`src/rtl/serial_sub.sv`:
```
// serial_sub: bit-serial subtractor, DIFF = A - B computed one bit per clock,
// LSB first, through a single full-subtractor cell and a borrow flop.
// A start/busy/done handshake lets the control unit issue a subtract and wait.
// Optional macro SERIAL_SUB_OVF_EN adds a signed-overflow output OVF.
module serial_sub #(
    parameter int WIDTH = 4
) (
    input  logic             clk,
    input  logic             rst,
    input  logic             start,
    input  logic [WIDTH-1:0] A,
    input  logic [WIDTH-1:0] B,
    output logic             busy,
    output logic             done,
    output logic [WIDTH-1:0] DIFF,
    output logic             BORROW
`ifdef SERIAL_SUB_OVF_EN
    ,
    output logic             OVF
`endif
);

    localparam int CW = (WIDTH > 1) ? $clog2(WIDTH) : 1;
    localparam logic [CW-1:0] LAST = CW'(WIDTH - 1);

    typedef enum logic [1:0] {
        IDLE,
        RUN,
        DONE
    } state_t;

    state_t state;
    state_t state_next;

    logic [WIDTH-1:0] a_sh;
    logic [WIDTH-1:0] b_sh;
    logic [WIDTH-1:0] res;
    logic [WIDTH-1:0] res_next;
    logic             borrow_q;
    logic [CW-1:0]    cnt;
    logic             load;
    logic             last_bit;
    logic             bit_a;
    logic             bit_b;
    logic             bit_d;
    logic             bit_bout;

`ifdef SERIAL_SUB_OVF_EN
    logic a_msb;
    logic b_msb;
`endif

    // Full-subtractor cell working on the current LSBs of the operand registers
    always_comb begin
        bit_a    = a_sh[0];
        bit_b    = b_sh[0];
        bit_d    = bit_a ^ bit_b ^ borrow_q;
        bit_bout = (~bit_a & bit_b) | (~(bit_a ^ bit_b) & borrow_q);
        res_next = {bit_d, res[WIDTH-1:1]};
        last_bit = (cnt == LAST);
    end

    // State register; reset returns to IDLE and aborts any operation in flight
    always_ff @(posedge clk) begin
        if (rst) begin
            state <= IDLE;
        end else begin
            state <= state_next;
        end
    end

    // Next-state and handshake outputs; a start seen in DONE chains the next operation
    always_comb begin
        state_next = state;
        busy       = 1'b0;
        done       = 1'b0;
        load       = 1'b0;
        case (state)
            IDLE: begin
                if (start) begin
                    load       = 1'b1;
                    state_next = RUN;
                end
            end
            RUN: begin
                busy = 1'b1;
                if (last_bit) begin
                    state_next = DONE;
                end
            end
            DONE: begin
                done = 1'b1;
                if (start) begin
                    load       = 1'b1;
                    state_next = RUN;
                end else begin
                    state_next = IDLE;
                end
            end
            default: begin
                state_next = IDLE;
            end
        endcase
    end

    // Operand/result shifting; DIFF and BORROW change only when the last bit is produced
    always_ff @(posedge clk) begin
        if (rst) begin
            a_sh     <= '0;
            b_sh     <= '0;
            res      <= '0;
            borrow_q <= 1'b0;
            cnt      <= '0;
            DIFF     <= '0;
            BORROW   <= 1'b0;
`ifdef SERIAL_SUB_OVF_EN
            a_msb    <= 1'b0;
            b_msb    <= 1'b0;
            OVF      <= 1'b0;
`endif
        end else if (load) begin
            a_sh     <= A;
            b_sh     <= B;
            res      <= '0;
            borrow_q <= 1'b0;
            cnt      <= '0;
`ifdef SERIAL_SUB_OVF_EN
            a_msb    <= A[WIDTH-1];
            b_msb    <= B[WIDTH-1];
`endif
        end else if (state == RUN) begin
            a_sh     <= a_sh >> 1;
            b_sh     <= b_sh >> 1;
            res      <= res_next;
            borrow_q <= bit_bout;
            cnt      <= cnt + CW'(1);
            if (last_bit) begin
                DIFF   <= res_next;
                BORROW <= bit_bout;
`ifdef SERIAL_SUB_OVF_EN
                OVF    <= (a_msb != b_msb) && (bit_d != a_msb);
`endif
            end
        end
    end

endmodule
```
`config.mk`:
```
export PLATFORM = sky130hd
export DESIGN_NAME = serial_sub
export DESIGN_NICKNAME = d
export VERILOG_FILES = /design/src/rtl/serial_sub.sv
export SDC_FILE = /design/constraint.sdc
export NUM_CORES = 1
export LEC_CHECK = 0
export CAP_MARGIN = 20
export CORE_UTILIZATION = 25
export DETAILED_ROUTE_END_ITERATION = 16
export HOLD_SLACK_MARGIN = 0.15
export PLACE_DENSITY = 0.56
export SLEW_MARGIN = 20
export SYNTH_ARGS = -nofsm -noshare
export SYNTH_HDL_FRONTEND = slang
export SYNTH_SLANG_ARGS = --single-unit
```
`constraint.sdc`:
```
create_clock -name clk -period 1.14 [get_ports clk]
set_input_delay 0.285 -clock clk [delete_from_list [all_inputs] [get_ports clk]]
set_output_delay 0.285 -clock clk [all_outputs]
set_load 0.02 [all_outputs]
```
Word-level counts from Yosys, hierarchy flattened. Cells that the tools add are included.

$add $sub $neg: 1. Reduce and logical (&&, ||, !) cells: 6. Mux-type cells: 12. Bitwise logic cells: 8. Equality and inequality tests: 5.

Operator list (count): 4-bit two-way mux (4); 2-bit case mux with 3 select lines (1); 1-bit two-way mux (5); 2-bit equality test (second input constant) (2); 2-bit two-way mux (2); 2-bit inequality test (second input constant) (2); 2-bit OR reduction (2); 1-bit NOT (3); 3-bit AND reduction (1); 2-bit by 1-bit adder with 2-bit output (second input constant) (1); 1-bit bitwise AND (2); 2-bit by 1-bit equality test with 1-bit output (second input constant) (1); 2-bit logical NOT (1); 2-bit AND reduction (1); 2-bit nonzero test (1); 1-bit XOR (2); 1-bit bitwise OR (1).

Input port bits: 11. Register bits after elaboration: 22. Output and inout bits: 7. Logic and storage cells: 40.

Depth between registers and ports, before layout.
Depth in word-level cells: 5. Depth in mapped cells: 5. Depth with buffers taken out: 4.

Least setup slack after synthesis. No wires, ideal clock.

Path type: register to register. Start: reg cnt[0]. End: reg DIFF[0]. Arrival time: 0.996 ns. Path slack: 0.012 ns. Data required time: 1.008 ns. Path buffers: 1. Setup time: 0.132 ns. Stages on the path, launching flop included: 6. Clock period less this slack: 1.128 ns. Cell sequence: dfxtp_1 > ha_1 > clkbuf_1 > nand3b_1 > nand2_1 > a21oi_1.

Word-level cells in the longest chain between the ends: 2.

Ends and longest elaborated chain: start: declaration (line 40) `logic [CW-1:0] cnt;`; start signal: assignment (line 136) `cnt <= cnt + CW'(1);`; 2-bit equality test (line 60) `last_bit = (cnt == LAST);`; 3-bit AND reduction (no source line); end signal: assignment (line 138) `DIFF <= res_next;`; end: declaration (line 15) `output logic [WIDTH-1:0] DIFF,`.

Every way passes these cells. A chain may end at the register's enable or synchronous reset.

Worst setup path after layout.
Start: reg state[0]. End: out done.

Word-level cells in the longest chain between the ends: 2.

Ends and longest elaborated chain: start: declaration (line 32) `state_t state;`; start signal: assignment (line 68) `state <= state_next;`; 2-bit equality test (line 78) `case (state)`; 1-bit two-way mux (line 78); end: declaration (line 14) `output logic done,`.

Every way passes these cells.

==> results.toml <==
[clock_network]
cts-root-buf = "clkbuf_4"
path_clk_slew_ns = 0.11
clockBufferDepth = 2
clk_latency_ns = 0.30
cts_made_buffers = 3
tritoncts = "yes"
h-tree-depth = 1
cts-hold-fix-buffers = 0
cts.sinks = 21

[detailed_routing]
wl_per_cell_um = 10.8
drtIter0Drc = 30
num_vias = 743
firstDrtPassIters = 4
totalWireLength_um = 1770
drtAntennaViolNets = 0
remaining_drc_errors = 0
via_per_inst = 4.56

[global_routing]
grt_pass1_wl_um = 3060
gr-total-overflow = 0
grt_pass1_vias = 712
gr-usage-all-layers_pct = 11.5
antenna_found_initial = 0
grt_max_degree = 21

[timing]
relSlewSlack_pct = 82.3
skew_ns = 0.00225
setup_viol = 4
finalCriticalPeriod_ns = 1.24
grt_setup_unrepaired = "true"
holdWs_ns = 0.459
setup_slack_ns = -0.0966
finalMaxSlewViolations = 0
clock.fmax_ghz = 0.809
fin_crit_sh_pct = 108
finalSetupTns_ns = -0.212
worstMarginPinSlew_ns = 0.266
hold_viol_final = 0

[worst_setup_path]
r2r-start = "borrow_q$_SDFFE_PP0N_"
r2r_end = "DIFF[3]$_SDFFE_PP0P_"
required_ns = 0.85
path_max_fanout = 5
endpoint_kind = "primary output"
reg2regPathDepth = 4
path_class = "reg2out"
rrSetupSlack_ns = -0.02
cp_data_arrival_time_ns = 0.95
start_kind = "flop"

[finish]
seqCellArea_um2 = 430
fin_cells = 163
utilization_pct = 37.7
diodes = 0
finalInstanceArea_um2 = 1170
final_common_cell = "nand2_1"
drive_gt1_share_pct = 31.1
fill_cells = 343
layout_common_cells = "16 x nand2_1, 15 x dfxtp_1, 10 x buf_4"
fin_nets = 133
multiInputGateArea_um2 = 418
syn2layout_area_growth_pct = 39.8

[yosys]
syn_nets = 107
ys.warnings.count = 0
netlist_area_um2 = 836
syn_area_per_cell_um2 = 8.89
yosysSeqAreaShare_pct = 50.3
synth_cell_types = 26
ys_ff_latch = 21
synthCells = 94

[place]
place_congestion = 0.678
dpl_cell_area_um2 = 1100
dpl_worst_slack_ns = -0.282
dp_hpwl_um = 1290
place_inst = 159
port-buffer-count = 17

[worst_hold_path]
min_path_cells = 4
hold_path_class = "in2reg"
holdPathEnd = "b_sh[2]$_SDFFE_PP0P_"
min_from = "start"

[run_status]
outcome = "finished with violations"
violations = "negative setup slack"

[floorplan]
design.core.area_um2 = 3100
initial_core_util_pct = 26.9
die_area_um2 = 3580
ios = 18
die_y_um = 59.8
die_x_um = 59.8
core.rowCount = 20

[power]
powerDensity_nw_per_um2 = 1180
ir_drop_v = 0.000380
p_leak_nw = 0.436
design_power_total_mw = 1.38

[job]
drv_cap = 0
## per-layer routing
layer / share of wire, % / GRT usage, %
met1: 47 / 14.9
met3: 2.4 / 1.30
met2: 48 / 18.3
met4: 2.4 / 6.98
met5: 0 / 0
## cell usage after synthesis, drive strengths merged
master  number  area [µm²]
a211oi       1        7.51
a21oi       10        50.1
a22oi        1        7.51
a311oi       4        35.0
and2b        1        7.51
buf          4        28.8
clkbuf       2        7.51
dfxtp       21         420
fa           1        20.0
ha           1        12.5
inv          3        11.3
mux2i        2        20.0
nand2       16        60.1
nand2b       3        21.3
nand3        5        25.0
nand3b       1        7.51
nor2         6        22.5
nor2b        1        6.26
nor3         6        30.0
o21a         1        7.51
o22ai        3        18.8
xnor2        1        8.76
## worst max-delay path, stage by stage (launching register included)
cell and delay, ns:
dfxtp_4 0.38, nor2b_1 0.12, buf_4 0.15
## cell families after synthesis
group           Yosys count  synth area share (%)
mux                       2                  2.40
buf+inv                   9                  5.69
fa+ha+maj                 2                  3.89
compound gates           20                  15.1
flops                    21                  50.3
xor+xnor                  1                  1.05
simple gates             39                  21.6
## flip-flops by register name, indices dropped and copies added, names as in the netlist
register / count
BORROW: 1
DIFF: 4
a_sh: 4
b_sh: 4
borrow_q: 1
cnt: 2
res: 3
state: 2
## how the worst max path moves through the flow
stage | from | to | slack (ns) | cells past startpoint
floorplan | cnt[0]$_SDFFE_PP0N_ | DIFF[0]$_SDFFE_PP0P_ | 0.01 | 5
global placement | state[1]$_SDFFE_PP0P_ | busy | -0.28 | 3
detailed placement | start | a_sh[3]$_SDFFE_PP0P_ | -0.28 | 4
CTS | state[0]$_SDFFE_PP0P_ | done | -0.11 | 2
global route | state[1]$_SDFFE_PP0P_ | busy | -0.14 | 3
finish | state[0]$_SDFFE_PP0P_ | done | -0.1 | 2
## layout make-up
| class | instances | area share, % |
|---|---|---|
| repair buffers | 27 | 19.3 |
| flip-flops and latches | 21 | 36.8 |
| well taps | 44 | 4.71 |
| clock buffers | 4 | 2.25 |
| multi-input cells | 64 | 35.8 |
| inverters | 3 | 1.18 |
## timing repair
item	4_1_cts	5_1_grt
buffers inserted	0	0
resized for setup	37	15
setup endpoints to repair	13	19
pin swaps	1	3
## report_power, final
part | leakage [nW] | internal, mW | switching, mW | total (mW)
clock network | 0.0150 | 0.136 | 0.220 | 0.356
registers | 0.174 | 0.769 | 0.0231 | 0.792
logic | 0.247 | 0.119 | 0.115 | 0.234
Note: power is estimated with default switching activity, not from simulation.
